## src/rtl/booth_controller.sv

```systemverilog
// Control FSM for a radix-2 Booth multiplier datapath.
// It sequences clear, operand load, WIDTH evaluate/shift iterations and a two-cycle result read-out.
module booth_controller #(
  parameter int unsigned WIDTH = 4,
  parameter int unsigned CNT_W = $clog2(WIDTH + 1)
) (
  input  logic clk,
  input  logic rst_n,
  input  logic start,
  input  logic x0,
  input  logic e0,
  output logic ldY,
  output logic ldX,
  output logic clrA,
  output logic clrE,
  output logic ldA,
  output logic sub,
  output logic shA,
  output logic shX,
  output logic ldE,
  output logic sel,
  output logic busy,
  output logic valid,
  output logic done
);

  typedef enum logic [2:0] {
    IDLE   = 3'd0,
    CLR    = 3'd1,
    LDY    = 3'd2,
    LDX    = 3'd3,
    EVAL   = 3'd4,
    SHIFT  = 3'd5,
    OUT_HI = 3'd6,
    OUT_LO = 3'd7
  } state_t;

  typedef struct packed {
    logic ld_y;
    logic ld_x;
    logic clr_a;
    logic clr_e;
    logic sh_a;
    logic sh_x;
    logic ld_e;
    logic sel;
    logic busy;
    logic valid;
    logic done;
  } strobes_t;

  state_t           state;
  strobes_t         strb;
  logic [CNT_W-1:0] cnt;
  logic             cnt_last;

  assign cnt_last = (cnt == CNT_W'(WIDTH - 1));

  function automatic state_t next_state(input state_t s, input logic go, input logic last);
    state_t n;
    n = IDLE;
    case (s)
      IDLE:    n = go ? CLR : IDLE;
      CLR:     n = LDY;
      LDY:     n = LDX;
      LDX:     n = EVAL;
      EVAL:    n = SHIFT;
      SHIFT:   n = last ? OUT_HI : EVAL;
      OUT_HI:  n = OUT_LO;
      OUT_LO:  n = IDLE;
      default: n = IDLE;
    endcase
    return n;
  endfunction

  // Strobe pattern owned by each state; an unknown code decodes to all-zero.
  function automatic strobes_t decode(input state_t s);
    strobes_t o;
    o = '0;
    o.busy = (s != IDLE);
    case (s)
      CLR: begin
        o.clr_a = 1'b1;
        o.clr_e = 1'b1;
      end
      LDY:   o.ld_y = 1'b1;
      LDX:   o.ld_x = 1'b1;
      SHIFT: begin
        o.sh_a = 1'b1;
        o.sh_x = 1'b1;
        o.ld_e = 1'b1;
      end
      OUT_HI: begin
        o.sel   = 1'b1;
        o.valid = 1'b1;
      end
      OUT_LO: begin
        o.valid = 1'b1;
        o.done  = 1'b1;
      end
      IDLE, EVAL: ;
      default: o = '0;
    endcase
    return o;
  endfunction

  // Outputs are registered alongside the state so they always match the state being entered.
  always_ff @(posedge clk or negedge rst_n) begin
    if (!rst_n) begin
      state <= IDLE;
      strb  <= '0;
      cnt   <= '0;
    end else begin
      state <= next_state(state, start, cnt_last);
      strb  <= decode(next_state(state, start, cnt_last));
      case (state)
        LDX:     cnt <= '0;
        SHIFT:   cnt <= cnt_last ? '0 : cnt + CNT_W'(1);
        default: cnt <= cnt;
      endcase
    end
  end

  // Recoding pair {x0,e0}: 10 subtracts Y, 01 adds Y, 00/11 skip the ALU write.
  assign ldA = (state == EVAL) & (x0 ^ e0);
  assign sub = (state == EVAL) & x0 & ~e0;

  assign ldY   = strb.ld_y;
  assign ldX   = strb.ld_x;
  assign clrA  = strb.clr_a;
  assign clrE  = strb.clr_e;
  assign shA   = strb.sh_a;
  assign shX   = strb.sh_x;
  assign ldE   = strb.ld_e;
  assign sel   = strb.sel;
  assign busy  = strb.busy;
  assign valid = strb.valid;
  assign done  = strb.done;

endmodule

```

## config.mk

```make
export PLATFORM = sky130hd
export DESIGN_NAME = booth_controller
export DESIGN_NICKNAME = d
export VERILOG_FILES = /design/src/rtl/booth_controller.sv
export SDC_FILE = /design/constraint.sdc
export NUM_CORES = 1
export LEC_CHECK = 0
export CAP_MARGIN = 20
export CORE_MARGIN = 3
export CORE_UTILIZATION = 47
export CTS_BUF_LIST = sky130_fd_sc_hd__clkbuf_4
export DETAILED_ROUTE_END_ITERATION = 8
export HOLD_SLACK_MARGIN = 0.08
export PLACE_DENSITY = 0.86
export REMOVE_ABC_BUFFERS = 1
export SLEW_MARGIN = 30
export SYNTH_ARGS = -nofsm -noshare
export SYNTH_HDL_FRONTEND = slang
export SYNTH_SLANG_ARGS = --single-unit
export TNS_END_PERCENT = 5
```

## constraint.sdc

```tcl
create_clock -name clk -period 1.58 [get_ports clk]
set_clock_uncertainty 0.15 [all_clocks]
set_input_delay 0.158 -clock clk [delete_from_list [all_inputs] [get_ports clk]]
set_output_delay 0.158 -clock clk [all_outputs]
set_load 0.02 [all_outputs]
```

## Word-level counts from Yosys, hierarchy flattened

Cells that the tools add are included.

- Reduce and logical (&&, ||, !) cells: 4
- Equal/unequal tests: 14
- Mux-type cells: 12
- $add $sub $neg: 1
- Bitwise logic cells: 5

Operators by type and width:

| cell | count |
|---|---|
| 3-bit case mux with 8 select lines | 1 |
| 3-bit equality test, second input constant | 7 |
| 3-bit by 2-bit equality test with 1-bit output, second input constant | 5 |
| 3-bit by 1-bit equality test with 1-bit output, second input constant | 2 |
| 1-bit 2-to-1 mux | 6 |
| 3-bit 2-to-1 mux | 2 |
| 3-bit case mux with 2 select lines | 1 |
| 2-bit 2-to-1 mux | 2 |
| 3-bit by 1-bit adder with 3-bit output, second input constant | 1 |
| 1-bit AND | 3 |
| 3-bit logical NOT | 1 |
| 3-bit nonzero test | 1 |
| 2-bit nonzero test | 1 |
| 2-bit OR reduction | 1 |
| 1-bit inverter | 1 |
| 1-bit bitwise XOR | 1 |

- Register bits: 17
- Output and inout bits: 13
- Word-level logic and storage cells: 49
- Bits of input ports: 5

## Logic depth before layout (Yosys ltp)

- Word-level depth: 6
- Depth in mapped cells: 4
- Mapped depth without buffers: 4

## Worst setup path before layout

No wires, ideal clock.

- Kind: reg-to-output
- Start: register state[0]
- End: output sub
- Path buffers: 1
- Setup slack: 0.048 ns
- Data arrival time: 1.224 ns
- Stages on the path, launching flop included: 4
- Cell sequence: dfrtp_1 > buf_2 > nand2b_1 > nor3b_1

- Cells in the longest elaborated chain, start to end: 3

RTL lines:

| item | line | source |
|---|---|---|
| start: declaration | 52 | `state_t state;` |
| start signal: assignment | 114 | `state <= next_state(state, start, cnt_last);` |
| 3-bit equality test | 126 | `assign sub = (state == EVAL) & x0 & ~e0;` |
| 1-bit AND (2 in series) | 126 |  |
| end: declaration | 17 | `output logic sub,` |

Every way passes these cells.

## Final worst setup path

- Start: register state[1]
- End: output sub

Same word-level chain as after synthesis.

==> reports/qor.txt <==
First-pass GRT wire length - 2090 um
Count of final hold-check violations - 0
Highest routing layer actually used - met4
Syn avg cell area - 10.87 um^2
Startpoint Class - flip-flop
Synthesis Warnings - 0
Met1 wire length - 456 um
Cell variety after synth - 27
Hold slack final - 378.8 ps
Largest net degree at the start of global routing - 15
Post-synth top area cell - dfrtp_1
Met3 wire len - 67 um
Place WS - -210.8 ps
Gr ovfl total - 0
Final #Nets - 86
CP required - 1270 ps
Relative slew slack - 0.8053
Row count - 12
Cell Chain, Critical Path - and2b_1 > nand2b_1 > nor3b_2 > buf_4
Top-area cell type share of the netlist area - 0.5657
DRT antenna net count - 0
Met2 wire length - 652 um
Starting Density - 0.5288
Arrival @ worst endpoint - 1280 ps
Leak Pwr - 0.4428 nW
Core Footprint - 1171 um^2
CP delay by family, top - simple AND/OR/NAND/NOR gates
Post-route setup slack - -5.731 ps
RePlAce Congestion - 0.7719
MaxCap Viol Count - 0
Routed len/inst - 12.87 um
Overall global routing resource usage - 0.1591
Total wire length - 1197 um
Failing checks - setup timing
Yosys reg bits - 14
Slowest cell on crit path - dfrtp_1
VDD IR-drop max - 1.210 mV
Residual DRC count - 0
Filler cells - 94
Worst-margin pin slew - 288.0 ps
RSZ-0062 raised after global routing - yes
Pwr Density - 1917 nW/um^2
Vias in the first global route - 490
Share of cells above drive strength 1 - 0.1519
Reg2reg path depth - 4
Max incr delay on CP - 370 ps
TritonCTS buffer count - 3
Sequential fraction of the synthesis area - 0.5657
WHS Path Cells - 1
Die Area - 1789 um^2
Drt first pass iters - 2
Number of port buffers - 17
Hold crit path type - reg2reg
Die width - 42.30 um
CTS tree - done
CTS Sinks - 14
Diodes inserted - 0
Buf/Inv on CP - 1
Levels on crit path - 4
H-tree depth - 1
Worst skew pair latency - 280 ps
DR vias/cell - 5.097
Max Slew Vio Count - 0
Crit Path Class - reg2out
Final Core Density - 0.7254
Clock Tree Root - clkbuf_4
CTS clk-pin slew, worst paths - 80 ps
Dominant cells by area after synthesis - dfrtp_1 57%, buf_4 4.8%, and2_1 3.0%, nand2b_1 3.0%, nor2b_1 3.0%
Dpl hpwl - 883.2 um
Period utilization - 1.004
Vias - 474
DR iter-0 viols - 10
Initial antenna violation count - 0
Final Setup Violations - 1
Die Y - 42.30 um
Post-route minimum period - 1586 ps
Synthesized instance count - 57
Setup crit end kind - primary output
Max Fclk - 0.6306 GHz
Synth Cell Area - 619.3 um^2
Maximum root-to-sink buffer count - 2
Largest fanout on the critical path - 3
Top-level port count - 18
Outcome - finished, violations left
Syn-to-layout area delta - 37.17%
[layout make-up]
| cell class | count | area, um^2 | share of cell area |
|---|---|---|---|
| Clock inverter | 1 | 3.754 | 0.004418 |
| Sequential cell | 14 | 350.3 | 0.4124 |
| Timing Repair Buffer | 24 | 221.5 | 0.2607 |
| Clock buffer | 3 | 22.52 | 0.02651 |
| Multi-Input combinational cell | 36 | 230.2 | 0.2710 |
| Inverter | 1 | 3.754 | 0.004418 |
| Tap cell | 14 | 17.52 | 0.02062 |
[worst paths after layout]
path,startpoint,end,slack [ps]
setup / recovery,state[1],sub,-6
hold / removal,cnt[0],cnt[0],380
setup reg to reg,cnt[0],state[1],210
hold reg to reg,cnt[0],cnt[0],380
max in group asynchronous,rst_n,state[2],530
min in group asynchronous,rst_n,cnt[0],580
[worst register-to-register path: stages (launching register included)]
cell and delay [ps]:
dfrtp_1 420, ha_1 230, nand2b_1 140, a21oi_1 90, or2_1 230
[flip-flops by register name, indices dropped and copies added (netlist names)]
signal / count
valid: 1
ldE: 1
clrA: 1
busy: 1
state: 3
ldY: 1
ldX: 1
sel: 1
cnt: 3
done: 1
[power breakdown]
group / internal (mW) / switching (mW)
combinational: 0.404 / 0.475
sequential: 0.490 / 0.0586
clock: 0.0917 / 0.110
total: 0.985 / 0.644
[cells in the final DEF, fill, tap and decap left out, types with 2 or more instances in the layout]
master / netlist / routed
and2_1: 3 / 3
buf_4: 4 / 8
clkbuf_4: 0 / 3
clkdlybuf4s50_1: 0 / 10
dfrtp_1: 14 / 14
dlygate4sd2_1: 0 / 3
dlymetal6s2s_1: 0 / 2
nand2_1: 4 / 4
nand2b_1: 3 / 3
nor2_1: 4 / 4
nor2b_1: 3 / 3
xnor2_1: 2 / 2
[per-stage QoR]
stage | TNS (ps) | total power [mW] | std cells | area [um^2]
6_report | -5.731 | 1.628 | 93 | 849.6
5_1_grt | -93.32 | 1.753 | 93 | 849.6
4_1_cts | -31.68 | 1.625 | 92 | 834.6
3_5_place_dp | -368.9 | 1.451 | 87 | 804.5
3_3_place_gp | -312.8 | 1.417 | 87 | 804.5
2_1_floorplan | -61.68 | 1.037 | 51 | 579.3
[per-layer routing]
| metal | GRT usage | vias to the layer above |
|---|---|---|
| met5 | 0 | - |
| met3 | 0.07725 | 2 |
| met4 | 0.05590 | 0 |
| met2 | 0.2766 | 12 |
| met1 | 0.1639 | 230 |
| li1 | - | 230 |
[logic make-up after synthesis]
logic type / Yosys count / share of synthesized area
fa+ha+maj: 1 / 0.02020
compound gates: 8 / 0.09092
flops: 14 / 0.5657
xor+xnor: 2 / 0.02829
simple gates: 25 / 0.2243
buf+inv: 7 / 0.07070
[repair_timing]
action                                  4_1_cts  5_1_grt
resized for setup                            14        3
gates cloned                                  0        0
hold buffers                                  1        0
hold endpoints to repair                     14        0
endpoints found under the setup margin        5        4
buffers inserted                              0        1
[cell usage after synthesis]
| master | n |
|---|---|
| nor3b_1 | 1 |
| nand3_1 | 1 |
| and2b_1 | 1 |
| o21a_1 | 1 |
| and2_1 | 3 |
| a21o_1 | 1 |
| buf_4 | 4 |
| buf_2 | 2 |
| dfrtp_1 | 14 |
| nand2b_1 | 3 |
| a21boi_1 | 1 |
| nand2_1 | 4 |
| nor4b_1 | 1 |
| or2_1 | 1 |
| a21oi_1 | 1 |
| inv_1 | 1 |
| a31oi_1 | 1 |
| nand4_1 | 1 |
| nor4_1 | 1 |
| o31ai_1 | 1 |
| ha_1 | 1 |
| a21bo_1 | 1 |
| xnor2_1 | 2 |
| nor2_1 | 4 |
| nor3_1 | 1 |
| o21ai_1 | 1 |
| nor2b_1 | 3 |
No activity file was read; power rests on OpenSTA's default activity.
